<file path="config.mk">
export PLATFORM = sky130hd
export DESIGN_NAME = usb_serial_in_pkt_ctrl
export DESIGN_NICKNAME = d
export VERILOG_FILES = /design/src/rtl/usb_serial_pkg.sv /design/src/rtl/usb_serial_pkt_buf.sv /design/src/rtl/usb_serial_in_pkt_ctrl.sv
export SDC_FILE = /design/constraint.sdc
export NUM_CORES = 1
export LEC_CHECK = 0
export ABC_AREA = 1
export BUFFER_PORTS_ARGS = -buffer_cell sky130_fd_sc_hd__buf_2
export CORE_ASPECT_RATIO = 0.6
export CORE_UTILIZATION = 62
export CTS_CLUSTER_SIZE = 12
export DETAILED_ROUTE_END_ITERATION = 10
export GPL_TIMING_DRIVEN = 0
export PLACE_DENSITY = 0.79
export SYNTH_ARGS = -nofsm -noshare
export SYNTH_HDL_FRONTEND = slang
export SYNTH_HIERARCHICAL = 1
export SYNTH_SLANG_ARGS = --single-unit
</file>
<file path="constraint.sdc">
create_clock -name clk_i -period 1.9 [get_ports clk_i]
set_input_delay 0.19 -clock clk_i [delete_from_list [all_inputs] [get_ports clk_i]]
set_output_delay 0.19 -clock clk_i [all_outputs]
set_load 0.02 [all_outputs]
</file>
<file path="src/rtl/usb_serial_pkg.sv">
// usb_serial_pkg
// Shared definitions for the USB serial-function IN endpoint sequencer:
// the endpoint FSM state type and the default buffer/flush parameters.
// Optional feature macro used by the importing top: USB_SERIAL_IN_ZLP_EN.
package usb_serial_pkg;

  typedef enum logic {
    StFill  = 1'b0,
    StReady = 1'b1
  } in_state_e;

  localparam int MaxPktSizeByteDef = 32;
  localparam int FlushCyclesDef    = 256;

endpackage

</file>
<file path="src/rtl/usb_serial_pkt_buf.sv">
// usb_serial_pkt_buf
// Single-packet byte store for the bulk IN endpoint.
// One synchronous write port, one asynchronous read port. Contents are
// deliberately not reset.
// Ports:
//   clk_i    clock
//   we_i     write enable
//   waddr_i  write address
//   wdata_i  write byte
//   raddr_i  read address
//   rdata_o  byte at raddr_i (combinational)
module usb_serial_pkt_buf #(
  parameter int Depth = 32,
  parameter int AddrW = $clog2(Depth)
) (
  input  logic             clk_i,
  input  logic             we_i,
  input  logic [AddrW-1:0] waddr_i,
  input  logic [7:0]       wdata_i,
  input  logic [AddrW-1:0] raddr_i,
  output logic [7:0]       rdata_o
);

  logic [7:0] mem_q [Depth];

  always_ff @(posedge clk_i) begin
    if (we_i) begin
      mem_q[waddr_i] <= wdata_i;
    end
  end

  assign rdata_o = mem_q[raddr_i];

endmodule

</file>
<file path="src/rtl/usb_serial_in_pkt_ctrl.sv">
// usb_serial_in_pkt_ctrl
// Sequencer for the serial-function bulk IN endpoint. Drains the TX byte
// stream into a one-packet buffer, releases the buffer as a packet when it
// is full or after a flush timeout, and hands it to the IN packet engine
// until ACKed (rollback keeps it for retransmission).
// Optional feature macro: USB_SERIAL_IN_ZLP_EN -- when defined, an idle
// period after an ACKed full-size packet sends a zero-length packet.
//
// state   | meaning
// StFill  | accepting TX bytes into the buffer
// StReady | packet (possibly ZLP) presented to the packet engine
//
// Ports:
//   clk_i, rst_i                 clock, synchronous active-high reset
//   enable_i                     endpoint configured; low flushes and idles
//   halt_i                       halt request, mirrored on in_ep_stall_o
//   tx_valid_i/tx_data_i/tx_ready_o  TX byte stream handshake
//   in_ep_rollback_i             retransmit current packet
//   in_ep_acked_i                host ACKed current packet
//   in_ep_get_addr_i             read address from packet engine
//   in_ep_data_get_i             read strobe (no state effect)
//   in_ep_stall_o                respond STALL
//   in_ep_has_data_o             packet ready
//   in_ep_data_o                 buffer byte at in_ep_get_addr_i
//   in_ep_data_done_o            current address is the last byte (or ZLP)
module usb_serial_in_pkt_ctrl
  import usb_serial_pkg::*;
#(
  parameter int MaxPktSizeByte = MaxPktSizeByteDef,
  parameter int PktW           = $clog2(MaxPktSizeByte),
  parameter int FlushCycles    = FlushCyclesDef
) (
  input  logic            clk_i,
  input  logic            rst_i,
  input  logic            enable_i,
  input  logic            halt_i,
  input  logic            tx_valid_i,
  input  logic [7:0]      tx_data_i,
  output logic            tx_ready_o,
  input  logic            in_ep_rollback_i,
  input  logic            in_ep_acked_i,
  input  logic [PktW-1:0] in_ep_get_addr_i,
  input  logic            in_ep_data_get_i,
  output logic            in_ep_stall_o,
  output logic            in_ep_has_data_o,
  output logic [7:0]      in_ep_data_o,
  output logic            in_ep_data_done_o
);

  localparam int CntW = $clog2(FlushCycles + 1);
  localparam logic [PktW:0]   MaxPtr   = (PktW + 1)'(MaxPktSizeByte);
  localparam logic [CntW-1:0] IdleLast = CntW'(FlushCycles - 1);

  in_state_e       state_q, state_d;
  logic [PktW:0]   wr_ptr_q, wr_ptr_d;
  logic [PktW:0]   pkt_len_q, pkt_len_d;
  logic [CntW-1:0] idle_cnt_q, idle_cnt_d;
  logic            zlp_pend_q, zlp_pend_d;
  logic            stall_q;
  logic            accept;
  logic [PktW:0]   rd_next;

  // Read strobe is informational only; the packet engine owns addressing.
  logic unused_data_get;
  assign unused_data_get = in_ep_data_get_i;

  assign tx_ready_o = enable_i & (state_q == StFill) & (wr_ptr_q < MaxPtr);
  assign accept     = tx_valid_i & tx_ready_o;

  usb_serial_pkt_buf #(
    .Depth (MaxPktSizeByte),
    .AddrW (PktW)
  ) u_buf (
    .clk_i   (clk_i),
    .we_i    (accept),
    .waddr_i (wr_ptr_q[PktW-1:0]),
    .wdata_i (tx_data_i),
    .raddr_i (in_ep_get_addr_i),
    .rdata_o (in_ep_data_o)
  );

  assign rd_next           = {1'b0, in_ep_get_addr_i} + 1'b1;
  assign in_ep_has_data_o  = (state_q == StReady);
  assign in_ep_data_done_o = (state_q == StReady) &
                             ((pkt_len_q == '0) | (rd_next >= pkt_len_q));
  assign in_ep_stall_o     = stall_q;

  always_comb begin
    state_d    = state_q;
    wr_ptr_d   = wr_ptr_q;
    pkt_len_d  = pkt_len_q;
    idle_cnt_d = idle_cnt_q;
    zlp_pend_d = zlp_pend_q;

    if (!enable_i) begin
      state_d    = StFill;
      wr_ptr_d   = '0;
      pkt_len_d  = '0;
      idle_cnt_d = '0;
      zlp_pend_d = 1'b0;
    end else begin
      case (state_q)
        StFill: begin
          if (accept) begin
            wr_ptr_d   = wr_ptr_q + 1'b1;
            idle_cnt_d = '0;
            zlp_pend_d = 1'b0;
          end else if (wr_ptr_q == MaxPtr) begin
            state_d    = StReady;
            pkt_len_d  = wr_ptr_q;
            idle_cnt_d = '0;
          end else if ((wr_ptr_q != '0) || zlp_pend_q) begin
            // With an empty buffer this only fires for a pending ZLP, and
            // wr_ptr_q==0 then yields pkt_len 0.
            if (idle_cnt_q == IdleLast) begin
              state_d    = StReady;
              pkt_len_d  = wr_ptr_q;
              idle_cnt_d = '0;
            end else begin
              idle_cnt_d = idle_cnt_q + 1'b1;
            end
          end
        end
        StReady: begin
          // ACK beats a simultaneous rollback; rollback alone keeps the packet.
          if (in_ep_acked_i) begin
            state_d    = StFill;
            wr_ptr_d   = '0;
            idle_cnt_d = '0;
`ifdef USB_SERIAL_IN_ZLP_EN
            zlp_pend_d = (pkt_len_q == MaxPtr);
`else
            zlp_pend_d = 1'b0;
`endif
          end
        end
        default: state_d = StFill;
      endcase
    end
  end

  always_ff @(posedge clk_i) begin
    if (rst_i) begin
      state_q    <= StFill;
      wr_ptr_q   <= '0;
      pkt_len_q  <= '0;
      idle_cnt_q <= '0;
      zlp_pend_q <= 1'b0;
      stall_q    <= 1'b0;
    end else begin
      state_q    <= state_d;
      wr_ptr_q   <= wr_ptr_d;
      pkt_len_q  <= pkt_len_d;
      idle_cnt_q <= idle_cnt_d;
      zlp_pend_q <= zlp_pend_d;
      stall_q    <= halt_i;
    end
  end

endmodule

</file>
Yosys cells after proc, flatten, opt, wreduce, memory -nomap -nowiden. Memories as Yosys holds them, arrays and structs flattened. Cells that the tools add are included.

Input port bits: 21. Logic and storage cells: 57. Bits in writable memories: 256. Register bits after elaboration: 24. Memories kept: 1.

Memories: u_buf.mem_q (depth 32, bits a word 8, read ports 1, clocked after Yosys merged registers in 0, wr ports 1, line usb_serial_pkt_buf.sv:24) `logic [7:0] mem_q [Depth];`.

Order comparisons: 2. Muxes and demuxes: 23. Bitwise gates (word level): 8. Add/sub/neg operators: 3. Equal/unequal tests: 5. Reductions and logical operators: 9.

Operators with widths (number): 9-bit two-way mux (5); 6-bit two-way mux (5); 9-bit case mux with 2 select lines (1); 6-bit case mux with 2 select lines (1); 9-bit by 1-bit adder with 9-bit output, second input constant (1); 9-bit by 8-bit == test with 1-bit output, second input constant (1); 1-bit two-way mux (9); 5-bit by 1-bit adder with 6-bit output, second input constant (1); 6-bit by 1-bit adder with 6-bit output, second input constant (1); 6-bit == test, second input constant (1); 6-bit greater-or-equal comparator (1); 6-bit zero test (1); 6-bit less-than comparator, second input constant (1); 6-bit nonzero test (1); 1-bit bitwise AND (4); 2-bit inequality test, second input constant (2); 4-bit by 2-bit inequality test with 1-bit output, second input constant (1); 1-bit case mux with 2 select lines (2); 2-bit AND reduction (2); 4-bit AND reduction (1); 2-bit nonzero test (2); 1-bit inverter (3); 2-bit OR reduction (1); 1-bit logical OR (1); 1-bit bitwise OR (1).

Logic depth before layout (Yosys ltp). Gate-level depths: netlist of the first run.

Depth in word-level cells: 6. Depth in mapped cells: 11. Gate-level depth less buffers: 11.

Hierarchy. Netlist of the first run, hierarchy kept.

Modules (own cells, without submodules): usb_serial_pkt_buf (seq. area each 7687.4 um^2, instances 1, cells each 914, area an instance 10626.4 um^2); usb_serial_in_pkt_ctrl (seq. area each 460.4 um^2, instances 1, cells each 224, area an instance 1498.9 um^2).

Worst setup path after synthesis of the first run. OpenSTA, ideal clock, no wires.

Path kind: register -> register. From: reg state_q (netlist: in_ep_has_data_o). To: mem u_buf.mem_q[11][0] (enable). Arrival time: 1477 ps. Cell stages (with the launch flop): 6. Slack: 52 ps. Required time: 1530 ps. Library setup time: 370 ps. Path buffers: 0. Clock period less this slack: 1848 ps. Path through: dfxtp_1 nor2_2 nand3_4 inv_1 nand3_1 nor2_1.

Word-level cells in the longest chain between the ends: 6.

RTL lines: start: declaration (line usb_serial_in_pkt_ctrl.sv:54) `in_state_e state_q, state_d;`; start signal: assignment (line usb_serial_in_pkt_ctrl.sv:144) `state_q <= StFill;`; start signal: assignment (line usb_serial_in_pkt_ctrl.sv:151) `state_q <= state_d;`; 1-bit inverter (no line); 1-bit bitwise AND (2 in a row) (line usb_serial_in_pkt_ctrl.sv:67) `assign tx_ready_o = enable_i & (state_q == StFill) & (wr_ptr_q < MaxPtr);`; 1-bit bitwise AND (line usb_serial_in_pkt_ctrl.sv:68) `assign accept = tx_valid_i & tx_ready_o;`; via accept (line usb_serial_in_pkt_ctrl.sv:60) `logic accept;`; 1-bit two-way mux (line usb_serial_pkt_buf.sv:27) `if (we_i) begin`; 1-bit two-way mux (implied by the code) (line usb_serial_pkt_buf.sv:28) `mem_q[waddr_i] <= wdata_i;`; end: declaration (line usb_serial_pkt_buf.sv:24).

The timed path passes the listed nets, and every way through them passes these cells.

Final worst setup path of the first run.
From: reg pkt_len_q[2]. To: out in_ep_data_done_o.

Word-level cells in the longest chain between the ends: 3. Elaborated cells on any way between the ends: 4. Classes of those cells: order compare (1); bitwise (2); reduce/logical (1).

RTL lines: start: declaration (line usb_serial_in_pkt_ctrl.sv:56) `logic [PktW:0] pkt_len_q, pkt_len_d;`; start signal: assignment (line usb_serial_in_pkt_ctrl.sv:153) `pkt_len_q <= pkt_len_d;`; 6-bit greater-or-equal comparator / 6-bit zero test (equally long branches) (line usb_serial_in_pkt_ctrl.sv:85) `((pkt_len_q == '0) | (rd_next >= pkt_len_q));`; 1-bit bitwise OR (*) (line usb_serial_in_pkt_ctrl.sv:85); 1-bit bitwise AND (*) (line usb_serial_in_pkt_ctrl.sv:84) `assign in_ep_data_done_o = (state_q == StReady) &`; end: declaration (line usb_serial_in_pkt_ctrl.sv:47) `output logic in_ep_data_done_o`.

Every way passes the cells marked *; elsewhere a longest branch is shown, timed or not.

==> impl_metrics.prom, run 1 <==
# TYPE chip_impl_metric gauge
chip_impl_metric{name="required",unit="ps"} 1710
chip_impl_metric{name="fmax",unit="MHz"} 503
chip_impl_info{name="cts.root.buffer_cell",value="sky130_fd_sc_hd__clkbuf_16"} 1
chip_impl_metric{name="worst_slack_setup_final",unit="ps"} -89.2
chip_impl_metric{name="globalRoute.totalOverflow",unit=""} 0
chip_impl_metric{name="syn2layout_area_growth",unit="%"} 21.1
chip_impl_metric{name="cts.sink_count",unit=""} 279
chip_impl_metric{name="synth.cell_area",unit="µm²"} 12100
chip_impl_info{name="critical_path.cell_chain",value="inv_1, ha_4, nand2_4, nor2_1, o21ai_1, nand4_1, nand2_1, inv_1, buf_6"} 1
chip_impl_metric{name="detail_route.iter0.violations",unit=""} 1555
chip_impl_metric{name="critical_path.n_buffers_inverters",unit=""} 3
chip_impl_metric{name="total_leakage_power",unit="µW"} 0.00544
chip_impl_metric{name="core_area",unit="µm²"} 19100
chip_impl_metric{name="area_of_the_die",unit="µm²"} 20100
chip_impl_metric{name="routed_via_density",unit=""} 6.21
chip_impl_metric{name="number_of_antenna_violations_at_the_first_check_in_global_routing",unit=""} 0
chip_impl_info{name="failed_checks",value="setup timing"} 1
chip_impl_info{name="hold_path_class",value="input port to register"} 1
chip_impl_metric{name="critPathArrivalTime",unit="ps"} 1800
chip_impl_metric{name="effective_utilization_at_floorplan",unit=""} 0.636
chip_impl_info{name="ys.flop_type",value="sky130_fd_sc_hd__edfxtp_1"} 1
chip_impl_metric{name="post_detailed_placement_half_perimeter_wirelength",unit="mm"} 20.3
chip_impl_metric{name="synth-warning-count",unit=""} 6
chip_impl_metric{name="ys_async_sr_fraction",unit=""} 0
chip_impl_metric{name="synth_simple_gate_area_frac",unit=""} 0.253
chip_impl_metric{name="synthAdderAreaFrac",unit=""} 0.0103
chip_impl_metric{name="gpl.final_weighted_congestion",unit=""} 0.943
chip_impl_metric{name="cpPeakStageDelay",unit="ps"} 320
chip_impl_metric{name="post_synth_mux_area_share",unit=""} 0
chip_impl_metric{name="setup_total_negative_slack",unit="ps"} -488
chip_impl_metric{name="fin_crit",unit="ps"} 1990
chip_impl_metric{name="finalSetupViolCount",unit=""} 22
chip_impl_metric{name="timing.slew.headroom",unit=""} 0.471
chip_impl_info{name="synth_top_family_by_area",value="simple AND/OR/NAND/NOR gates"} 1
chip_impl_metric{name="die_height",unit="µm"} 110
chip_impl_metric{name="drtPass1Iterations",unit=""} 6
chip_impl_metric{name="h_tree_levels",unit=""} 1
chip_impl_metric{name="n_antenna_cell",unit=""} 0
chip_impl_info{name="critical-path-top-delay-family",value="flip-flops"} 1
chip_impl_metric{name="finish.net_count",unit=""} 1256
chip_impl_metric{name="wire_per_inst",unit="µm"} 22.9
chip_impl_metric{name="post_route_cells_drive_above_1_share",unit=""} 0.253
chip_impl_metric{name="transition_at_the_pin_with_the_smallest_max_transition_slack",unit="ps"} 794
chip_impl_info{name="synth_top_cell_by_area",value="sky130_fd_sc_hd__edfxtp_1"} 1
chip_impl_metric{name="met1_length",unit="mm"} 13.6
chip_impl_metric{name="synth-seq-area-share",unit=""} 0.672
chip_impl_metric{name="synth_cells",unit=""} 1138
chip_impl_metric{name="clk-insertion-delay-late",unit="ps"} 530
chip_impl_info{name="ys_top_cells_by_count",value="sky130_fd_sc_hd__nand2_1, sky130_fd_sc_hd__edfxtp_1, sky130_fd_sc_hd__nand3_1, sky130_fd_sc_hd__nor2_1, sky130_fd_sc_hd__inv_1"} 1
chip_impl_metric{name="path_clk_slew",unit="ps"} 60
chip_impl_metric{name="first_pass_grt_wire_length",unit="mm"} 47.7
chip_impl_metric{name="flip_flop_and_latch_count_after_synthesis",unit=""} 279
chip_impl_metric{name="ctsLongestPathBuffers",unit=""} 3
chip_impl_metric{name="inserted_clock_buffers",unit=""} 27
chip_impl_metric{name="grt_util_all_layers",unit=""} 0.327
chip_impl_info{name="cp-end-kind",value="output pin"} 1
chip_impl_metric{name="parity_gate_share_of_the_synthesized_area_counting_xor_and_xnor_cells",unit=""} 0.00289
chip_impl_metric{name="met2_wirelength",unit="mm"} 14.9
chip_impl_metric{name="synthesized_area_divided_by_synthesized_cell_count",unit="µm²"} 10.7
chip_impl_metric{name="synth_top_area_share",unit=""} 0.634
chip_impl_metric{name="synth_edf_count",unit=""} 256
chip_impl_metric{name="finish.instance_area",unit="µm²"} 14700
chip_impl_metric{name="timing.final.crit_share",unit=""} 1.05
chip_impl_metric{name="pin_count",unit=""} 33
chip_impl_metric{name="power_per_cell_area",unit="nW/µm²"} 857
chip_impl_info{name="critPathMostFrequentCell",value="sky130_fd_sc_hd__inv_1"} 1
chip_impl_metric{name="grt_max_degree",unit=""} 33
chip_impl_info{name="unrepaired_setup_endpoints_after_global_routing",value="yes"} 1
chip_impl_metric{name="dpl_cell_area",unit="µm²"} 12600
chip_impl_info{name="maxUsedRoutingLayer",value="met4"} 1
chip_impl_info{name="critical_path_class",value="register to output pin"} 1
chip_impl_metric{name="hold_viol",unit=""} 0
chip_impl_info{name="cts_tree",value="built"} 1
chip_impl_metric{name="worstPathMaxFanout",unit=""} 2
chip_impl_metric{name="placementRows",unit=""} 39
chip_impl_metric{name="finClkSkew",unit="ps"} 6.99
chip_impl_metric{name="synth-compound-area-share",unit=""} 0.0125
chip_impl_metric{name="drcViolationCount",unit=""} 0
chip_impl_info{name="synth_most_common_cell",value="sky130_fd_sc_hd__nand2_1"} 1
chip_impl_metric{name="met3RoutedLength",unit="mm"} 4.84
chip_impl_metric{name="ant_nets",unit=""} 0
chip_impl_metric{name="final_max_slew_viol_count",unit=""} 0
chip_impl_metric{name="synth_nets",unit=""} 1169
chip_impl_info{name="outcome",value="complete, but fails checks"} 1
chip_impl_metric{name="routed_wire_length",unit="mm"} 34.5
chip_impl_metric{name="vdd_ir_drop_max",unit="V"} 0.000796
chip_impl_metric{name="dp_worst_setup_slack",unit="ps"} -534
chip_impl_metric{name="route.vias.total",unit=""} 9347
chip_impl_info{name="netlist_top_cells_area",value="sky130_fd_sc_hd__edfxtp_1, sky130_fd_sc_hd__nand2_1, sky130_fd_sc_hd__nand3_1"} 1
chip_impl_metric{name="via_count_of_the_first_global_routing_pass",unit=""} 8268
chip_impl_info{name="crit_path_top_delay_cell",value="sky130_fd_sc_hd__dfxtp_2"} 1
chip_impl_metric{name="die_boundary_width",unit="µm"} 183
chip_impl_metric{name="max-cap-violations",unit=""} 0
chip_impl_info{name="worst_setup_path_start_kind",value="register"} 1
chip_impl_metric{name="placement.io_buffers",unit=""} 30
chip_impl_metric{name="finish.utilization",unit=""} 0.770
chip_impl_metric{name="ys_types",unit=""} 29
cell type report:
cell class	instances	area [µm²]
repair buffers	58	634
flip-flops and latches	279	8160
well taps	266	333
plain buffers	53	442
multi-input cells	759	4200
clock buffers	41	728
fillers	1141	4390
clock inverters	2	8.76
inverters	47	188
cell families after synthesis:
logic type	after synthesis
xor+xnor	4
simple gates	719
buf+inv	100
compound gates	26
flops	279
fa+ha+maj	10
sequential cells by signal, indices dropped and copies added, names as in the netlist:
register / count
idle_cnt_q: 9
wr_ptr_q: 6
u_buf/mem_q: 256
in_ep_has_data_o: 1
in_ep_stall_o: 1
pkt_len_q: 6
layer usage:
layer | GRT usage | vias to the layer above
met5 | 0 | -
met4 | 0.104 | 0
met3 | 0.0884 | 123
met2 | 0.469 | 746
met1 | 0.488 | 4406
li1 | - | 4072
power breakdown:
part | switching (µW) | internal [µW]
clock network | 2120 | 2600
registers | 9.02 | 6710
logic | 780 | 361
total | 2910 | 9680
timing repair:
action / in CTS / in global routing
hold buffers: 2 / 0
endpoints found under the setup margin: 265 / 270
setup buffers: 18 / 8
endpoints found under the hold margin: 2 / 0
resized for setup: 129 / 110
pin swaps: 38 / 98
tightest hold or removal path: cells and delay by family:
kind	cells	cell delay [ps]
AO/OA/AOI/OAI	1	80
AND/OR/NAND/NOR	2	260
buffers and inverters	1	90
path summary, 6_finish.rpt:
path,startpoint,slack (ps),to,cells after the start
worst min-delay path,in_ep_acked_i,140,wr_ptr_q[1]$_SDFFE_PP0P_,4
worst max-delay path,pkt_len_q[2]$_SDFFE_PP0P_,-90,in_ep_data_done_o,9
worst max register to register,wr_ptr_q[4]$_SDFFE_PP0P_,-20,u_buf/mem_q[2][3]$_DFFE_PP_,3
worst min register to register,idle_cnt_q[8]$_SDFFE_PP0P_,450,idle_cnt_q[8]$_SDFFE_PP0P_,2
cell usage in the layout (no fill, tap or decap), types with 17 or more instances in the layout:
| cell type | n |
|---|---|
| sky130_fd_sc_hd__nand2_1 | 358 |
| sky130_fd_sc_hd__edfxtp_1 | 256 |
| sky130_fd_sc_hd__nand3_1 | 160 |
| sky130_fd_sc_hd__nand3_2 | 54 |
| sky130_fd_sc_hd__nand2_2 | 44 |
| sky130_fd_sc_hd__nor2_1 | 41 |
| sky130_fd_sc_hd__inv_1 | 38 |
| sky130_fd_sc_hd__nor2_4 | 33 |
| sky130_fd_sc_hd__buf_2 | 33 |
| sky130_fd_sc_hd__buf_6 | 33 |
| sky130_fd_sc_hd__clkbuf_16 | 27 |
| sky130_fd_sc_hd__buf_4 | 18 |
| sky130_fd_sc_hd__buf_12 | 17 |
through the flow:
| step | hold slack, ps | power, µW | instances |
|---|---|---|---|
| final | 136 | 12600 | 1505 |
| after global routing | 131 | 12900 | 1505 |
| after CTS | 62.2 | 12400 | 1497 |
| after detailed placement | 365 | 7740 | 1434 |
| after global placement | 360 | 7720 | 1434 |
| after floorplan | 261 | 7380 | 1138 |
No activity file was read; power rests on OpenSTA's default activity.
==> inputs of run 2 (changes only) <==
--- a/config.mk
+++ b/config.mk
@@ -9,9 +9,9 @@
 export BUFFER_PORTS_ARGS = -buffer_cell sky130_fd_sc_hd__buf_2
 export CORE_ASPECT_RATIO = 0.6
-export CORE_UTILIZATION = 62
+export CORE_UTILIZATION = 50
 export CTS_CLUSTER_SIZE = 12
 export DETAILED_ROUTE_END_ITERATION = 10
 export GPL_TIMING_DRIVEN = 0
-export PLACE_DENSITY = 0.79
+export PLACE_DENSITY = 0.66
 export SYNTH_ARGS = -nofsm -noshare
 export SYNTH_HDL_FRONTEND = slang
==> constraint.sdc (replaced) <==
create_clock -name clk_i -period 1.9 [get_ports clk_i]
set_input_delay 0.38 -clock clk_i [delete_from_list [all_inputs] [get_ports clk_i]]
set_output_delay 0.38 -clock clk_i [all_outputs]
set_load 0.02 [all_outputs]
==> impl_metrics.prom, run 2 (synthesis results as in run 1) <==
# TYPE chip_impl_metric gauge
chip_impl_metric{name="power.share.combinational",unit=""} 0.097
chip_impl_metric{name="max-cap-violations",unit=""} 0
chip_impl_metric{name="power_frac_seq",unit=""} 0.524
chip_impl_metric{name="via_count_of_the_first_global_routing_pass",unit=""} 8457
chip_impl_metric{name="die_boundary_width",unit="µm"} 203
chip_impl_metric{name="hold_viol",unit=""} 0
chip_impl_metric{name="routed_via_density",unit=""} 5.77
chip_impl_metric{name="effective_utilization_at_floorplan",unit=""} 0.517
chip_impl_metric{name="total_leakage_power",unit="µW"} 0.00575
chip_impl_metric{name="globalRoute.totalOverflow",unit=""} 0
chip_impl_metric{name="ant_nets",unit=""} 0
chip_impl_info{name="hold_path_class",value="input port to register"} 1
chip_impl_metric{name="finClkSkew",unit="ps"} 18.2
chip_impl_metric{name="final_max_slew_viol_count",unit=""} 0
chip_impl_info{name="largest_register",value="u_buf/mem_q"} 1
chip_impl_metric{name="finalSetupViolCount",unit=""} 9
chip_impl_info{name="final_cell_mix",value="sky130_fd_sc_hd__nand2_1, sky130_fd_sc_hd__edfxtp_1, sky130_fd_sc_hd__nand3_1"} 1
chip_impl_metric{name="power_report.internal_total",unit="µW"} 9790
chip_impl_metric{name="required",unit="ps"} 1520
chip_impl_metric{name="regToRegSetupSlack",unit="ps"} 70
chip_impl_metric{name="fin_crit",unit="ps"} 2160
chip_impl_metric{name="syn2layout_area_growth",unit="%"} 28.5
chip_impl_metric{name="gpl.final_weighted_congestion",unit=""} 0.976
chip_impl_metric{name="timing.final.crit_share",unit=""} 1.13
chip_impl_info{name="top_usage_layer",value="met1"} 1
chip_impl_info{name="hold_path.startpoint",value="halt_i"} 1
chip_impl_info{name="failed_checks",value="setup timing"} 1
chip_impl_info{name="critical_path_class",value="input port to output pin"} 1
chip_impl_info{name="worst_setup_path_start_kind",value="input port"} 1
chip_impl_metric{name="area_of_the_die",unit="µm²"} 24900
chip_impl_info{name="outcome",value="complete, but fails checks"} 1
chip_impl_info{name="cp-end-kind",value="output pin"} 1
chip_impl_metric{name="pin_count",unit=""} 33
chip_impl_metric{name="cts.sink_count",unit=""} 279
chip_impl_metric{name="vdd_ir_drop_max",unit="V"} 0.000819
chip_impl_metric{name="placementRows",unit=""} 43
chip_impl_metric{name="critical_path.n_buffers_inverters",unit=""} 4
chip_impl_metric{name="power_per_cell_area",unit="nW/µm²"} 823
chip_impl_metric{name="post_detailed_placement_half_perimeter_wirelength",unit="mm"} 21.3
chip_impl_info{name="worst_hold_path.endpoint",value="in_ep_stall_o$_SDFF_PP0_"} 1
chip_impl_metric{name="timing.slew.headroom",unit=""} 0.458
chip_impl_metric{name="netSwitchingPower",unit="µW"} 3030
chip_impl_metric{name="die_height",unit="µm"} 123
chip_impl_metric{name="p_sw_frac",unit=""} 0.236
chip_impl_metric{name="worstPathMaxFanout",unit=""} 6
chip_impl_metric{name="timing.hold.worst_path_depth",unit=""} 3
chip_impl_metric{name="route.vias.total",unit=""} 9138
chip_impl_info{name="cts.root.buffer_cell",value="sky130_fd_sc_hd__clkbuf_16"} 1
chip_impl_info{name="cts_tree",value="built"} 1
chip_impl_info{name="worstReg2RegEnd",value="u_buf/mem_q[26][0]$_DFFE_PP_"} 1
chip_impl_metric{name="placement.io_buffers",unit=""} 30
chip_impl_metric{name="critPathArrivalTime",unit="ps"} 1780
chip_impl_metric{name="inserted_clock_buffers",unit=""} 27
chip_impl_metric{name="global_route.usage.met1",unit=""} 0.437
chip_impl_metric{name="detail_route.iter0.violations",unit=""} 1303
chip_impl_metric{name="dp_worst_setup_slack",unit="ps"} -692
chip_impl_metric{name="core_area",unit="µm²"} 23500
chip_impl_metric{name="drcViolationCount",unit=""} 0
chip_impl_metric{name="globalRouteMet3Util",unit=""} 0.0653
chip_impl_metric{name="post_route_cells_drive_above_1_share",unit=""} 0.319
chip_impl_metric{name="clk-insertion-delay-late",unit="ps"} 550
chip_impl_info{name="critPathMostFrequentCell",value="sky130_fd_sc_hd__ha_4"} 1
chip_impl_info{name="regToRegStartpoint",value="wr_ptr_q[3]$_SDFFE_PP0P_"} 1
chip_impl_metric{name="h_tree_levels",unit=""} 1
chip_impl_metric{name="wire_per_inst",unit="µm"} 21.8
chip_impl_metric{name="timing.reg2reg.worst_path_depth",unit=""} 2
chip_impl_metric{name="groute.layer.met2.usage",unit=""} 0.399
chip_impl_info{name="unrepaired_setup_endpoints_after_global_routing",value="yes"} 1
chip_impl_metric{name="first_pass_grt_wire_length",unit="mm"} 51.0
chip_impl_metric{name="multi_input_area",unit="µm²"} 4500
chip_impl_metric{name="finish.net_count",unit=""} 1279
chip_impl_metric{name="dpl_cell_area",unit="µm²"} 12700
chip_impl_metric{name="number_of_antenna_violations_at_the_first_check_in_global_routing",unit=""} 0
chip_impl_info{name="mostFrequentLayoutCell",value="sky130_fd_sc_hd__nand2_1"} 1
chip_impl_metric{name="transition_at_the_pin_with_the_smallest_max_transition_slack",unit="ps"} 813
chip_impl_metric{name="worst_slack_setup_final",unit="ps"} -256
chip_impl_metric{name="drtPass1Iterations",unit=""} 6
chip_impl_metric{name="fmax",unit="MHz"} 464
chip_impl_metric{name="layout.area.seq",unit="µm²"} 8150
chip_impl_metric{name="power_frac_clock",unit=""} 0.379
chip_impl_metric{name="grt_max_degree",unit=""} 33
chip_impl_info{name="crit_path_top_delay_cell",value="sky130_fd_sc_hd__ha_4"} 1
chip_impl_metric{name="cpPeakStageDelay",unit="ps"} 270
chip_impl_metric{name="ctsLongestPathBuffers",unit=""} 3
chip_impl_metric{name="final.fill_count",unit=""} 1686
chip_impl_info{name="critical_path.cell_chain",value="buf_12, ha_4, nand3_2, xor2_1, inv_1, ha_4, nand2_2, o21a_1, nand4_1, nand2_1, inv_2, buf_6"} 1
chip_impl_info{name="critical-path-top-delay-family",value="adder cells"} 1
chip_impl_metric{name="finish.instance_area",unit="µm²"} 15600
chip_impl_metric{name="grt_util_all_layers",unit=""} 0.282
chip_impl_metric{name="path_clk_slew",unit="ps"} 60
chip_impl_metric{name="n_antenna_cell",unit=""} 0
chip_impl_info{name="top_regs",value="u_buf/mem_q: 256 flops, idle_cnt_q: 9 flops"} 1
chip_impl_metric{name="routed_wire_length",unit="mm"} 34.6
chip_impl_metric{name="flip_flop_count_of_the_largest_register_all_copies_and_words_added",unit=""} 256
-- run 2: cell count changes in the layout (fill, tap and decap cells not counted), moves of 6 or more --
cell	before	now
sky130_fd_sc_hd__buf_12	17	32
sky130_fd_sc_hd__buf_2	33	22
sky130_fd_sc_hd__buf_4	18	27
sky130_fd_sc_hd__buf_8	0	8
sky130_fd_sc_hd__clkbuf_1	15	21
sky130_fd_sc_hd__nand2_1	358	336
sky130_fd_sc_hd__nand2_2	44	67
sky130_fd_sc_hd__nand3_1	160	115
sky130_fd_sc_hd__nand3_2	54	96
-- run 2: worst register-to-register path, delay by kind of cell, from the launching register on --
kind          cells  cell delay, ps
simple gates      2             920
flops             1             580
-- run 2: cell type report --
type                    count  area share
clock buffers              47      0.0482
repair buffers             81      0.0663
plain buffers              53      0.0349
multi-input cells         759       0.289
clock inverters             2    0.000562
well taps                 315      0.0253
flip-flops and latches    279       0.523
inverters                  47      0.0127
-- run 2: layer usage --
layer,up-vias,routed length (µm)
li1,4123,-
met1,4424,15300
met2,507,14400
met3,84,3920
met4,0,915
met5,-,0
-- run 2: timing repair --
| item | CTS | global route |
|---|---|---|
| pin swaps | 117 | 104 |
| gates cloned | 2 | 0 |
| endpoints found under the setup margin | 265 | 265 |
| gates resized for setup | 235 | 112 |
| hold buffers | 1 | 0 |
| setup buffers | 40 | 8 |
| hold endpoints to repair | 1 | 0 |
-- run 2: worst max-delay path by stage --
stage | startpoint | endpoint | depth (start not counted)
after floorplan | in_ep_get_addr_i[0] | in_ep_data_done_o | 11
after global placement | in_ep_get_addr_i[2] | in_ep_data_o[4] | 10
after CTS | pkt_len_q[3]$_SDFFE_PP0P_ | in_ep_data_done_o | 8
final | in_ep_get_addr_i[0] | in_ep_data_done_o | 12
after detailed placement | in_ep_get_addr_i[2] | in_ep_data_o[4] | 10
after global routing | in_ep_get_addr_i[0] | in_ep_data_done_o | 12
-- run 2: stage by stage --
stage	util	setup TNS [ps]	hold WS, ps	total power [µW]	cells
after floorplan	-	0	423	7380	1138
after global placement	0.541	-126220	432	7750	1483
after detailed placement	0.541	-136030	440	7760	1483
after CTS	0.640	-1470	34.2	12700	1575
after global routing	0.664	-2420	57.5	13200	1583
final	0.664	-1750	54.5	12800	1583
-- run 2: power by group through the flow --
stage               combinational [µW]  sequential, µW  clock [µW]
CTS                               1100            6720        4890
global placement                   902            6850           0
global route                      1320            6720        5160
detailed placement                 916            6850           0
finish                            1240            6720        4850
floorplan                          534            6850           0
